**src/rtl/sram_arbiter.sv**
```systemverilog
// sram_arbiter: two-port arbiter driving the SRAM latch-edge/access-edge sequence.
// Define SRAM_ARB_RR_EN for round-robin arbitration; the default build uses fixed priority to port 0.
module sram_arbiter #(
  parameter int ADDR_WIDTH = 7,
  parameter int DATA_WIDTH = 32
) (
  input  logic                    clk,
  input  logic                    reset,
  input  logic                    p0_req,
  input  logic                    p0_we,
  input  logic [ADDR_WIDTH-1:0]   p0_addr,
  input  logic [DATA_WIDTH/8-1:0] p0_be,
  input  logic [DATA_WIDTH-1:0]   p0_wdata,
  output logic                    p0_gnt,
  output logic                    p0_done,
  output logic [DATA_WIDTH-1:0]   p0_rdata,
  input  logic                    p1_req,
  input  logic                    p1_we,
  input  logic [ADDR_WIDTH-1:0]   p1_addr,
  input  logic [DATA_WIDTH/8-1:0] p1_be,
  input  logic [DATA_WIDTH-1:0]   p1_wdata,
  output logic                    p1_gnt,
  output logic                    p1_done,
  output logic [DATA_WIDTH-1:0]   p1_rdata,
  output logic                    busy,
  output logic [ADDR_WIDTH-1:0]   sram_addr_sel,
  output logic [DATA_WIDTH/8-1:0] sram_byte_sel,
  output logic                    sram_read_enable,
  output logic                    sram_write_enable,
  output logic [DATA_WIDTH-1:0]   sram_datain,
  input  logic [DATA_WIDTH-1:0]   sram_dataout
);
  localparam int BE_WIDTH = DATA_WIDTH / 8;
  typedef enum logic [1:0] {IDLE, SETUP, ACCESS, CAPTURE} state_t;
  state_t                  state, state_nx;
  logic [ADDR_WIDTH-1:0]   addr_q;
  logic [BE_WIDTH-1:0]     be_q;
  logic [DATA_WIDTH-1:0]   wdata_q;
  logic                    we_q, owner_q, pick1, grant, active, last_cycle;
`ifdef SRAM_ARB_RR_EN
  // last_q remembers the most recently served port; reset to 1 so port 0 wins first
  logic last_q;
  always_comb pick1 = p1_req & (~p0_req | ~last_q);
  always_ff @(posedge clk or negedge reset)
    if (!reset) last_q <= 1'b1;
    else if (grant) last_q <= pick1;
`else
  always_comb pick1 = p1_req & ~p0_req;
`endif
  always_comb begin
    grant             = state == IDLE && (p0_req || p1_req);
    p0_gnt            = grant & ~pick1;
    p1_gnt            = grant & pick1;
    active            = state != IDLE;
    last_cycle        = state == CAPTURE || (state == ACCESS && we_q);
    state_nx          = state == IDLE   ? (grant ? SETUP : IDLE) :
                        state == SETUP  ? ACCESS :
                        state == ACCESS ? (we_q ? IDLE : CAPTURE) : IDLE;
    busy              = active;
    sram_addr_sel     = active ? addr_q : '0;
    sram_byte_sel     = active ? (we_q ? be_q : '1) : '0;
    sram_read_enable  = active & ~we_q;
    sram_write_enable = active & we_q;
    sram_datain       = active ? wdata_q : '0;
  end
  always_ff @(posedge clk or negedge reset)
    if (!reset) begin
      state    <= IDLE;
      addr_q   <= '0;
      be_q     <= '0;
      wdata_q  <= '0;
      we_q     <= 1'b0;
      owner_q  <= 1'b0;
      p0_done  <= 1'b0;
      p1_done  <= 1'b0;
      p0_rdata <= '0;
      p1_rdata <= '0;
    end else begin
      state <= state_nx;
      if (grant) begin
        we_q    <= pick1 ? p1_we : p0_we;
        addr_q  <= pick1 ? p1_addr : p0_addr;
        be_q    <= pick1 ? p1_be : p0_be;
        wdata_q <= pick1 ? p1_wdata : p0_wdata;
        owner_q <= pick1;
      end
      p0_done <= last_cycle & ~owner_q;
      p1_done <= last_cycle & owner_q;
      if (state == CAPTURE && !owner_q) p0_rdata <= sram_dataout;
      if (state == CAPTURE && owner_q) p1_rdata <= sram_dataout;
    end
endmodule
```
**config.mk**
```make
export PLATFORM = sky130hd
export DESIGN_NAME = sram_arbiter
export DESIGN_NICKNAME = d
export VERILOG_FILES = /design/src/rtl/sram_arbiter.sv
export SDC_FILE = /design/constraint.sdc
export NUM_CORES = 1
export LEC_CHECK = 0
export BUFFER_PORTS_ARGS = -buffer_cell sky130_fd_sc_hd__buf_2
export CORE_MARGIN = 3
export CORE_UTILIZATION = 42
export CTS_CLUSTER_SIZE = 24
export DETAILED_ROUTE_END_ITERATION = 7
export GPL_ROUTABILITY_DRIVEN = 0
export GPL_TIMING_DRIVEN = 1
export PLACE_DENSITY_LB_ADDON = 0.08
export SLEW_MARGIN = 20
export SYNTH_ARGS = -nofsm -noshare
export SYNTH_HDL_FRONTEND = slang
export SYNTH_SLANG_ARGS = --single-unit
```
**constraint.sdc**
```tcl
create_clock -name clk -period 1.2 [get_ports clk]
set_input_delay 0.06 -clock clk [delete_from_list [all_inputs] [get_ports clk]]
set_output_delay 0.06 -clock clk [all_outputs]
set_load 0.05 [all_outputs]
```
==> Word-level counts from Yosys, hierarchy flattened <==
Cells that the tools add are included.
{ "op_classes": {"eq_ne": 3, "mux": 13, "n_bitwise": 11, "reduce_logical": 9} }
{ "op_table": {"columns": ["operator", "n"], "rows": [
  ["$mux W32", 2],
  ["$mux W7", 2],
  ["$mux W4", 3],
  ["$mux W2", 4],
  ["$and A1 B1 Y1", 7],
  ["$eq A2 B2 Y1 const B", 2],
  ["$logic_and A1 B1 Y1", 4],
  ["$not A1 Y1", 4],
  ["$eq A2 B1 Y1 const B", 1],
  ["$logic_not A2 Y1", 1],
  ["$logic_or A1 B1 Y1", 2],
  ["$mux W1", 2],
  ["$reduce_bool A2 Y1", 1],
  ["$logic_not A1 Y1", 1]
]} }
{ "word_totals": {"reg_bits": 113} }

==> Depth between registers and ports, before layout <==
{ "depth": {"ltp_word": 4, "depth_mapped": 5} }

==> Worst setup path before layout <==
No wires, ideal clock.
{ "synth_timing": {"kind": "register to output", "start": "reg state[1]", "end": "out sram_datain[22]", "arrival_time_ns": 1.706, "slack_ns": -0.566, "stages_incl_launch_ff": 5, "path_buffers": 1, "path_cell_list": "dfrtp_1 nor2_4 inv_1 clkbuf_1 and2_1"} }
{ "synth_between": {"elab_chain_len": 2} }
{ "synth_lines": {"columns": ["item", "line", "rtl"], "rows": [
  ["start, declared", "35", "state_t state, state_nx;"],
  ["start signal, assigned", "79", "state <= state_nx;"],
  ["$reduce_bool A2 Y1", "54", "active = state != IDLE;"],
  ["named net busy", "25", "output logic busy,"],
  ["$mux W32", "64", "sram_datain = active ? wdata_q : '0;"],
  ["end, declared", "30", "output logic [DATA_WIDTH-1:0] sram_datain,"]
]} }
The timed path passes the listed nets, and every way through them passes these cells.

==> Worst setup path after layout <==
{ "layout_timing": {"start": "reg state[0]", "end": "out sram_addr_sel[2]"} }
{ "layout_between": {"elab_chain_len": 2} }
{ "layout_lines": {"columns": ["item", "line", "rtl"], "rows": [
  ["$reduce_bool A2 Y1", "54", null],
  ["$mux W7", "60", "sram_addr_sel = active ? addr_q : '0;"],
  ["end, declared", "26", "output logic [ADDR_WIDTH-1:0] sram_addr_sel,"]
]} }
No other way between the ends.

==> qor.csv <==
stage,metric,value,unit
run_status,status,"finished, violations left",
run_status,failing checks,setup timing,
cts,CTS buffer count,17,
sta,Fin Clk Skew,0.00505,ns
synth,Main synth FF type,dfrtp_1,
grt,vias in the first global route,4269,
route,drt pass-1 iters,4,
cts,CTS tree,done,
synth,"Avg Cell Area, Syn",14.7,um^2
synth,asr flop ratio synth,1.00,
grt,initial antenna violation count,0,
power,Lkg Pwr,4.65,nW
floorplanning,die extent in y,117,um
cts,CTS root buffer,clkbuf_16,
route,final antenna-violating net count,0,
flow_run,max_cap viols,0,
synth,Netlist cell types,18,
route,Routed WL per cell,18.4,um
synth,"EDFF count, synth",0,
floorplanning,full die area,0.0137,mm^2
synth,"count leader, synth",dfrtp_1,
sta,final setup vio count,157,
cts,Clock Tree Buf Depth,2,
power,peak supply drop,2460,uV
final_layout,# diodes,0,
synth,Synth Instances,353,
worst_setup_path,crit path max fanout,21,
worst_setup_path,worst r2r src,state[0],
worst_setup_path,r2r setup slk,-0.39,ns
worst_setup_path,critical path class,flop to primary output,
sta,max-slew violations,0,
synth,Post-Syn Nets,477,
worst_setup_path,crit start category,flop,
placement,I/O Buffers,237,
grt,GR Util met3,0.0684,
cts,Sink Count,113,
final_layout,share of layout cells above drive strength 1,0.728,
cts,H-tree Lvls,4,
route,WL final,15400,um
sta,worst rel slew slack,0.750,
grt,largest net degree at the start of global routing,31,
cts,clk_lat worst skew,0.40,ns
synth,Post-synth top cells,"dfrtp_1, mux2_2, and2_1, mux2_4, buf_2",
worst_setup_path,Worst EP arrival,1.54,ns
worst_hold_path,hold wc startpoint,p1_wdata[11],
sta,Slew @ Worst Pin,0.373,ns
cts,clock slew at reported path FFs,0.05,ns
final_layout,final instance area,0.00894,mm^2
synth,sequential area share after synthesis,0.546,
placement,placed instance area,0.00680,mm^2
worst_hold_path,HP Class,input port to flop,
route,Avg Vias per Cell,4.89,
power,Tot Pwr,31.7,mW
route,drt drc,0,
floorplanning,Ports,238,
floorplanning,row cnt,39,
grt,gr busiest metal,met2,
synth,area share of the largest cell type after synthesis,0.546,
sta,Max Clock Freq,627,MHz
sta,worst hold slack,0.0100,ns
worst_setup_path,Setup crit end kind,primary output,
grt,total global-route track usage,0.216,
grt,GR Util met1,0.259,
route,1st-iter DRT viols,194,
synth,Syn. warnings,0,
route,routed via count,4095,
synth,biggest area consumer among synthesized cells,dfrtp_1,
final_layout,Fillers,735,
worst_setup_path,CP required,1.14,ns
final_layout,synth-to-layout area growth,72.8,%
grt,first-pass GRT wire length,22200,um
synth,synth top area cells,"dfrtp_1, mux2_2, mux2_4",
sta,crit path time final,1.60,ns
worst_setup_path,critical path launch point,state[0],
final_layout,utilization after layout,0.763,
sta,RSZ-0062 raised after global routing,true,
grt,GR Util met2,0.363,
floorplanning,Die W,117,um
sta,Setup TNS Final,-46.05,ns
final_layout,FF+latch area,0.00283,mm^2
sta,final hold violation count,0,
floorplanning,effective utilization at floorplan,0.442,
final_layout,# nets final,806,
power,Power Dens Cells,3540,mW/mm^2
sta,setup ws final,-0.395,ns
synth,synthesized flop and latch total,113,
floorplanning,Core ar.,0.0117,mm^2
final_layout,Multi-input gate area,0.00263,mm^2
sta,period utilisation layout,1.33,
grt,grt total ovfl,0,
synth,Mapped Area,0.00517,mm^2
placement,dpl hpwl,9220,um
-- placed cells by master (no fill, tap or decap), types with 2 or more instances in the layout --
cell type,Yosys,final
a21oi_1,5,3
a21oi_2,0,2
and2_2,0,23
and2_4,0,18
buf_12,0,19
buf_16,0,4
buf_2,9,188
buf_4,1,17
buf_6,5,45
buf_8,0,8
bufinv_16,0,3
clkbuf_16,0,17
clkinv_2,0,5
clkinvlp_4,0,3
dfrtp_1,113,112
dlygate4sd3_1,0,49
inv_1,7,6
inv_6,0,2
mux2_2,109,24
mux2_4,35,120
mux2i_1,8,8
nand2_1,2,2
nand3_4,0,2
nor2_1,5,5
-- power by group --
group	switching (mW)	internal (mW)	total (mW)
combinational	11.5	8.22	19.8
clock	1.75	3.25	5.00
sequential	1.10	5.80	6.90
total	14.4	17.3	31.7
-- metrics by stage --
stage / cells / worst slack (ns)
final: 838 / -0.395
after global routing: 838 / -0.455
after CTS: 838 / -0.414
after floorplan: 353 / -0.166
after detailed placement: 734 / -0.159
after global placement: 734 / -0.132
-- worst max-delay path, cell delays in order (launching register included) --
cell     delay (ns)
dfrtp_1        0.40
nor2_4         0.16
inv_4          0.06
buf_12         0.15
and2_2         0.20
buf_6          0.15
-- timing repair --
| item | CTS | global route |
|---|---|---|
| cloned | 10 | 0 |
| endpoints found under the hold margin | 186 | 0 |
| pin swaps | 2 | 4 |
| resized for setup | 117 | 112 |
| setup endpoints to repair | 152 | 159 |
| hold buffers | 49 | 0 |
| setup buffers | 13 | 10 |
-- final timing paths --
check | end | cells past startpoint
worst max-delay path | sram_addr_sel[2] | 5
worst min-delay path | wdata_q[11] | 3
worst max register to register | wdata_q[6] | 7
worst min register to register | wdata_q[12] | 1
max in group asynchronous | state[1] | 3
min in group asynchronous | p0_rdata[15] | 2
-- per-layer routing --
layer	vias up	part of all wire
met4	0	0.021
met1	2015	0.41
met3	29	0.063
li1	1892	-
met5	-	0
met2	159	0.51
-- sequential cells by signal, summed over array words and instances, names as in the netlist --
name / flops
wdata_q: 32
state: 2
addr_q: 7
p0_done: 1
p0_rdata: 32
owner_q: 1
p1_rdata: 32
we_q: 1
p1_done: 1
be_q: 4
-- cell type report --
class,instances,area share
clock inverter,14,0.0183
timing repair buffer,330,0.299
clock buffer,18,0.0480
sequential,113,0.316
tap,143,0.0200
inverter,7,0.00322
multi-input combinational,213,0.295
-- logic make-up (layout without fill, tap and decap cells) --
kind of cell	count (synthesis)	count (layout)	share of synthesized area
and+or+nand+nor	53	53	0.0612
muxes	152	152	0.354
DFF	113	113	0.546
buffers and inverters	27	369	0.0297
AOI/OAI and AO/OA	8	8	0.00846
Note: power is estimated with default switching activity, not from simulation.
